===== src/rtl/pwr_seq.sv =====
// Power-down sequencer: drains the CPU bus, holds the core in reset, then drops board power.
// OFF is terminal; only a synchronous resetn leaves it.
module pwr_seq #(
    parameter int DRAIN_CYCLES  = 16,
    parameter int DRAIN_TIMEOUT = 1024,
    parameter int RST_HOLD      = 8,
    parameter int CNT_W         = 16
) (
    input  logic       clk,
    input  logic       resetn,
    input  logic       poweroff_rq,
    input  logic       mem_valid,
    output logic       cpu_resetn,
    output logic       pwr_en,
    output logic [1:0] seq_state,
    output logic       timed_out
);

    if (DRAIN_CYCLES < 1) begin : g_chk_dc
        $fatal(1, "pwr_seq: DRAIN_CYCLES must be >= 1");
    end
    if (RST_HOLD < 1) begin : g_chk_rh
        $fatal(1, "pwr_seq: RST_HOLD must be >= 1");
    end
    if (DRAIN_TIMEOUT <= DRAIN_CYCLES) begin : g_chk_to
        $fatal(1, "pwr_seq: DRAIN_TIMEOUT must exceed DRAIN_CYCLES");
    end
    if ((longint'(DRAIN_TIMEOUT) > (longint'(1) << CNT_W)) ||
        (longint'(RST_HOLD) > (longint'(1) << CNT_W))) begin : g_chk_w
        $fatal(1, "pwr_seq: counter values do not fit in CNT_W");
    end

    typedef enum logic [1:0] {
        ST_IDLE  = 2'd0,
        ST_DRAIN = 2'd1,
        ST_RESET = 2'd2,
        ST_OFF   = 2'd3
    } state_e;

    localparam logic [CNT_W-1:0] IDLE_LAST = CNT_W'(DRAIN_CYCLES - 1);
    localparam logic [CNT_W-1:0] TMO_LAST  = CNT_W'(DRAIN_TIMEOUT - 1);
    localparam logic [CNT_W-1:0] HOLD_LAST = CNT_W'(RST_HOLD - 1);

    state_e           state_q, state_d;
    logic [CNT_W-1:0] idle_cnt_q, idle_cnt_d;
    logic [CNT_W-1:0] tmo_cnt_q, tmo_cnt_d;
    logic [CNT_W-1:0] hold_cnt_q, hold_cnt_d;
    logic             timed_out_q, timed_out_d;
    logic             cpu_resetn_q, cpu_resetn_d;
    logic             pwr_en_q, pwr_en_d;

    logic idle_exit;
    logic tmo_exit;
    logic hold_done;

    function automatic logic [CNT_W-1:0] sat_inc(input logic [CNT_W-1:0] v);
        return (v == {CNT_W{1'b1}}) ? v : v + 1'b1;
    endfunction

    assign idle_exit = (state_q == ST_DRAIN) && !mem_valid && (idle_cnt_q == IDLE_LAST);
    assign tmo_exit  = (state_q == ST_DRAIN) && (tmo_cnt_q == TMO_LAST);
    assign hold_done = (state_q == ST_RESET) && (hold_cnt_q == HOLD_LAST);

    // NOTE: resetn is sampled on the clock edge (synchronous), so it lives inside the
    // clocked branch rather than in the sensitivity list; state uses <= only.
    always_ff @(posedge clk) begin
        if (!resetn) begin
            state_q      <= ST_IDLE;
            idle_cnt_q   <= '0;
            tmo_cnt_q    <= '0;
            hold_cnt_q   <= '0;
            timed_out_q  <= 1'b0;
            cpu_resetn_q <= 1'b1;
            pwr_en_q     <= 1'b1;
        end else begin
            state_q      <= state_d;
            idle_cnt_q   <= idle_cnt_d;
            tmo_cnt_q    <= tmo_cnt_d;
            hold_cnt_q   <= hold_cnt_d;
            timed_out_q  <= timed_out_d;
            cpu_resetn_q <= cpu_resetn_d;
            pwr_en_q     <= pwr_en_d;
        end
    end

    // NOTE: every signal written in a combinational block gets a default first so no latch
    // is inferred on paths that do not assign it.
    always_comb begin
        state_d = state_q;
        unique case (state_q)
            ST_IDLE:  if (poweroff_rq) state_d = ST_DRAIN;
            ST_DRAIN: if (idle_exit || tmo_exit) state_d = ST_RESET;
            ST_RESET: if (hold_done) state_d = ST_OFF;
            ST_OFF:   state_d = ST_OFF;
            default:  state_d = ST_IDLE;
        endcase
    end

    always_comb begin
        idle_cnt_d = idle_cnt_q;
        tmo_cnt_d  = tmo_cnt_q;
        hold_cnt_d = hold_cnt_q;
        unique case (state_q)
            ST_IDLE: begin
                idle_cnt_d = '0;
                tmo_cnt_d  = '0;
                hold_cnt_d = '0;
            end
            ST_DRAIN: begin
                idle_cnt_d = mem_valid ? '0 : sat_inc(idle_cnt_q);
                tmo_cnt_d  = sat_inc(tmo_cnt_q);
                hold_cnt_d = '0;
            end
            ST_RESET: hold_cnt_d = sat_inc(hold_cnt_q);
            default:  ;
        endcase
    end

    // Outputs are decoded from the next state so they flop alongside it.
    always_comb begin
        cpu_resetn_d = (state_d == ST_IDLE) || (state_d == ST_DRAIN);
        pwr_en_d     = (state_d != ST_OFF);
        timed_out_d  = timed_out_q | (tmo_exit & ~idle_exit);
    end

    assign seq_state  = state_q;
    assign cpu_resetn = cpu_resetn_q;
    assign pwr_en     = pwr_en_q;
    assign timed_out  = timed_out_q;

endmodule

===== config.mk =====
export PLATFORM = sky130hd
export DESIGN_NAME = pwr_seq
export DESIGN_NICKNAME = d
export VERILOG_FILES = /design/src/rtl/pwr_seq.sv
export SDC_FILE = /design/constraint.sdc
export NUM_CORES = 1
export LEC_CHECK = 0
export CAP_MARGIN = 20
export CORE_MARGIN = 2
export CORE_UTILIZATION = 38
export DETAILED_ROUTE_END_ITERATION = 8
export GPL_ROUTABILITY_DRIVEN = 1
export PLACE_DENSITY_LB_ADDON = 0.3
export SKIP_CTS_REPAIR_TIMING = 1
export SYNTH_ARGS = -nofsm -noshare
export SYNTH_HDL_FRONTEND = slang
export SYNTH_SLANG_ARGS = --single-unit

===== constraint.sdc =====
create_clock -name clk -period 2 [get_ports clk]
set_input_delay 0.4 -clock clk [delete_from_list [all_inputs] [get_ports clk]]
set_output_delay 0.4 -clock clk [all_outputs]
set_load 0.005 [all_outputs]

Yosys cells after proc, flatten, opt, wreduce, memory -nomap -nowiden
Index checks and enable logic that the tools add are counted.
{ "word_totals": {"regBits": 53, "in_bits": 4, "out_inout_bits": 5, "elab_cells": 53} }
{ "classes": {"add_sub_neg": 3, "eq_ne": 14, "n_mux": 11, "bitwise": 3, "n_reduce_logical": 15} }
{ "ops": {"columns": ["operator", "count"], "rows": [
  ["$pmux W16 S2", 3],
  ["$mux W16", 4],
  ["$add A16 B1 Y16 const B", 3],
  ["$eq A16 B16 Y1 const B", 3],
  ["$eq A16 B10 Y1 const B", 1],
  ["$eq A16 B3 Y1 const B", 1],
  ["$eq A16 B4 Y1 const B", 1],
  ["$pmux W2 S4", 1],
  ["$mux W2", 3],
  ["$ne A2 B2 Y1 const B", 3],
  ["$reduce_and A2 Y1", 3],
  ["$eq A2 B1 Y1 const B", 2],
  ["$eq A2 B2 Y1 const B", 2],
  ["$logic_and A1 B1 Y1", 4],
  ["$logic_not A2 Y1", 2],
  ["$reduce_bool A2 Y1", 2],
  ["$ne A3 B3 Y1 const B", 1],
  ["$logic_or A1 B1 Y1", 2],
  ["$reduce_or A2 Y1", 1],
  ["$and A1 B1 Y1", 1],
  ["$logic_not A1 Y1", 1],
  ["$not A1 Y1", 1],
  ["$or A1 B1 Y1", 1]
]} }

Longest topological paths before layout
Gate-level depths: netlist of run 1.
{ "logic_depth": {"ltp_word": 8, "depth_mapped": 6} }

Worst setup path after synthesis of run 1
OpenSTA, ideal clock, no wires.
{ "synth_path": {"kind": "input to register", "start": "in mem_valid", "end": "reg cpu_resetn_q (netlist: cpu_resetn)", "arrival_time_ns": 1.609, "slack_ns": 0.255, "cell_stages": 5, "path_cell_list": "or3b_1 -> clkbuf_1 -> or4_1 -> o22ai_2 -> o21ai_0"} }
{ "synth_via": {"elab_chain_len": 8, "elab_cells_between_ends": 9, "cone_classes": "1 x eq/ne; 2 x mux; 6 x reduce/logical"} }
{ "synth_rtl": {"columns": ["element", "line", "text"], "rows": [
  ["from (decl)", "12", "input logic mem_valid,"],
  ["$logic_not A1 Y1 *", "60", "assign idle_exit = (state_q == ST_DRAIN) && !mem_valid && (idle_cnt_q == IDLE_LAST);"],
  ["$logic_and A1 B1 Y1 * (2 in a row)", "60", null],
  ["$logic_or A1 B1 Y1 *", "92", "ST_DRAIN: if (idle_exit || tmo_exit) state_d = ST_RESET;"],
  ["$mux W2 *", "92", null],
  ["$pmux W2 S4 *", "90", "unique case (state_q)"],
  ["$eq A2 B1 Y1 or $logic_not A2 Y1 (tied branches)", "121", "cpu_resetn_d = (state_d == ST_IDLE) || (state_d == ST_DRAIN);"],
  ["$logic_or A1 B1 Y1 *", "121", null],
  ["to (signal assigned)", "81", "cpu_resetn_q <= cpu_resetn_d;"],
  ["to (decl)", "49", "logic cpu_resetn_q, cpu_resetn_d;"]
]} }
Every way passes the cells marked *; elsewhere a longest branch is shown, timed or not.
A chain may end at the register's enable or synchronous reset.

Worst setup path in the final report of run 1
{ "layout_path": {"start": "reg idle_cnt_q[9]", "end": "reg idle_cnt_q[14]"} }
{ "layout_via": {"elab_chain_len": 4, "elab_cells_between_ends": 7, "cone_classes": "1 x add/sub; 2 x eq/ne; 3 x mux; 1 x reduce/logical"} }
{ "layout_rtl": {"columns": ["element", "line", "text"], "rows": [
  ["from (decl)", "45", "logic [CNT_W-1:0] idle_cnt_q, idle_cnt_d;"],
  ["from (signal assigned)", "77", "idle_cnt_q <= idle_cnt_d;"],
  ["$add A16 B1 Y16", "57", "return (v == {CNT_W{1'b1}}) ? v : v + 1'b1;"],
  ["$mux W16", "57", null],
  ["$mux W16", "110", "idle_cnt_d = mem_valid ? '0 : sat_inc(idle_cnt_q);"],
  ["$pmux W16 S2", "103", "unique case (state_q)"]
]} }
Parallel ways exist; a longest one is shown, timed or not. The select of a mux whose other input is x is not followed.

==> results of run 1 <==
-- cells by family (layout without fill, tap and decap cells) --
| family | after synthesis | count (layout) | share of synthesized area, % |
|---|---|---|---|
| AND/OR/NAND/NOR | 174 | 174 | 34.7 |
| flip-flops | 53 | 53 | 35.6 |
| buffers and inverters | 23 | 54 | 3.15 |
| AO/OA/AOI/OAI | 92 | 92 | 21.1 |
| adder cells (fa/ha/maj) | 3 | 3 | 1.26 |
| multiplexers | 12 | 12 | 4.11 |
-- per-layer routing --
metal	GRT usage, %	vias up	routed length (um)
li1	-	1440	-
met1	23.0	1352	3510
met2	29.1	41	3230
met3	2.36	5	206
met4	4.48	0	59
met5	0	-	0
-- layout make-up --
cell class | instances | area (um^2) | share of cell area [%]
Tap cell | 102 | 128 | 3.66
Timing Repair Buffer | 40 | 320 | 9.19
Sequential cell | 53 | 1060 | 30.5
Inverter | 6 | 22.5 | 0.646
Clock inverter | 2 | 37.5 | 1.08
Multi-Input combinational cell | 281 | 1830 | 52.6
Clock buffer | 6 | 82.6 | 2.37
-- layout by cell type (no fill, tap or decap), types with 3 or more instances in the layout --
cell,count
a21oi_1,26
o21a_1,3
clkbuf_8,6
ha_1,3
nor4_1,4
nand3_1,16
inv_1,6
o31ai_1,10
nand2_1,44
nor2_1,10
and2_1,6
o41ai_1,4
o21ai_0,16
nand4_1,15
nor3_1,5
dfxtp_1,52
and3_2,3
or3_1,7
nor2b_1,3
or2_2,7
a211oi_1,10
nand2b_1,8
and4_1,5
or4_1,19
mux2i_1,10
nor4b_1,4
a2111o_1,5
buf_4,32
clkdlybuf4s50_1,8
and3b_1,3
-- power breakdown --
| group | internal (mW) | leakage [nW] | switching, mW |
|---|---|---|---|
| combinational | 0.0549 | 0.625 | 0.0539 |
| clock | 0.408 | 0.0574 | 0.361 |
| sequential | 1.06 | 0.428 | 0.00658 |
-- registers in the layout (all words and copies together), names as in the netlist --
register / count
tmo_cnt_q: 16
timed_out: 1
idle_cnt_q: 16
hold_cnt_q: 16
pwr_en: 1
cpu_resetn: 1
seq_state: 2
-- how the worst max path moves through the flow --
stage / from / to / slack, ns / depth (start not counted)
global route: idle_cnt_q[9] / idle_cnt_q[14] / 0.03 / 4
global placement: mem_valid / idle_cnt_q[4] / -0.12 / 7
CTS: tmo_cnt_q[0] / tmo_cnt_q[0] / 0.07 / 5
finish: idle_cnt_q[9] / idle_cnt_q[14] / 0.15 / 4
detailed placement: mem_valid / idle_cnt_q[4] / -0.13 / 7
floorplan: mem_valid / cpu_resetn / 0.25 / 5
-- through the flow --
stage	instances	TNS (ns)	utilization (%)
after floorplan	357	0	-
after global placement	482	-0.935	43.9
after detailed placement	482	-0.939	43.9
after CTS	490	0	45.5
after global routing	490	0	45.6
final	490	0	45.6
==> summary.md, run 1 <==
| Metric | Value |
|---|---|
| Chip Height | `92.6 um` |
| Crit-path max FO | `6` |
| Hold Path Cell Cnt | `1` |
| Crit Path Class | `reg2reg` |
| Tmin final | `1.85 ns` |
| Cells after Synth | `357` |
| Fin nets | `394` |
| CP max-delay cell | `or3_1` |
| Max Cap Viol | `0` |
| Setup-failing EPs final | `0` |
| FP Rows | `32` |
| Critical path cell sequence | `nand4_2 > or3_1 > or4_1 > a21oi_1` |
| WHS Endpoint | `timed_out` |
| Initial Util | `39.0%` |
| Pwr dens | `558 mW/mm^2` |
| Wire per inst | `14.3 um` |
| Gr ovfl total | `0` |
| #FFs+latches synth | `53` |
| Commonest cells post-synth | `53 x dfxtp_1, 44 x nand2_1, 26 x a21oi_1` |
| Layout Cell Area excl Fill | `0.00349 mm^2` |
| Number of fill cells | `739` |
| Slowest stage delay, CP | `0.50 ns` |
| Fin Hold WS | `0.474 ns` |
| CTS buffer count | `5` |
| Clk_lat worst skew | `0.31 ns` |
| Crit end category | `flop` |
| Crit path required time | `2.24 ns` |
| Clock Tree Root | `clkbuf_8` |
| Yosys top cell by area | `dfxtp_1` |
| Largest net degree at the start of global routing | `17` |
| Fin crit share | `92.7%` |
| Reg2reg path depth | `4` |
| 1st-iter DRT viols | `108` |
| CTS tree | `done` |
| Synthesized area | `0.00298 mm^2` |
| PnR Total Power | `1.94 mW` |
| Number of synthesized flops with an enable pin | `0` |
| Total number of vias | `2838` |
| Startpoint types | `flop` |
| Vias per cell | `5.79` |
| Gpl congestion | `0.861` |
| Slew @ Worst Pin | `0.562 ns` |
| Worst Path Arrival | `2.10 ns` |
| Most common cell in the netlist | `dfxtp_1` |
| Area growth syn-to-layout | `16.9%` |
| Die X | `92.6 um` |
| Synth Warn # | `0` |
| WL final | `7010 um` |
| Max Transition Viols Final | `0` |
| Core Region | `0.00765 mm^2` |
| DP Worst Slack | `-0.132 ns` |
| Setup WS post-layout | `0.146 ns` |
| Slew margin rel. | `62.2%` |
| IO Count | `9` |
| Post-synthesis sequential area ratio | `35.6%` |
| Top cell type's share of synthesized area | `35.6%` |
| I/O Buffers | `8` |
| DRT Pass-1 Iters | `4` |
| CP bufs+invs | `0` |
| Yosys cell types | `58` |
| Hold Path Class | `reg2reg` |
| First-pass GRT wire length | `12100 um` |
| Clk pin slew, worst setup/hold paths | `0.10 ns` |
| H-tree levels | `2` |
| Ant. Diodes | `0` |
| Leak Pwr | `1.11 nW` |
| Max IR drop VDD | `341 uV` |
| Antenna Violating Nets Remaining | `0` |
| Worst reg-to-reg setup slack | `0.15 ns` |
| Main area contributors after synthesis | `dfxtp_1 36%, nand2_1 5.5%, or4_1 4.8%` |
| Post-DP Area | `0.00336 mm^2` |
| Hold_sp | `timed_out` |
| TritonCTS Sinks | `53` |
| RSZ-0062 raised after global routing | `false` |
| Syn_nets | `364` |
| Synth Area per Inst | `8.35 um^2` |
| DP HPWL | `5130 um` |
| Vias in the first global route | `2633` |
| Top_reg_cell synth | `dfxtp_1` |
| CTS max path bufs | `2` |
| Setup Skew | `0.00948 ns` |
| R2r startpoint | `idle_cnt_q[9]` |
| Antenna violations before repair | `0` |
| Die area | `0.00857 mm^2` |
| Max Fclk | `539 MHz` |
| Global Route Usage Sum | `17.2%` |
| Layout cells sized above 1 | `16.5%` |
| Crit-path leading delay family | `simple AND/OR/NAND/NOR gates` |
| Synth async-reset ratio | `0%` |
| Outcome | `finished, final reports clean` |
| Reg-to-reg critical path endpoint | `idle_cnt_q[14]` |
| Post-route DRC | `0` |
| Final hold viol count | `0` |
(Power assumes the default switching activity.)
==> run 2: changes to the inputs <==
--- a/config.mk
+++ b/config.mk
@@ -5,7 +5,6 @@
 export SDC_FILE = /design/constraint.sdc
 export NUM_CORES = 1
 export LEC_CHECK = 0
-export CAP_MARGIN = 20
 export CORE_MARGIN = 2
 export CORE_UTILIZATION = 38
 export DETAILED_ROUTE_END_ITERATION = 8
==> results of run 2 <==
Final layout, timing and power as in run 1 (identical DEF).
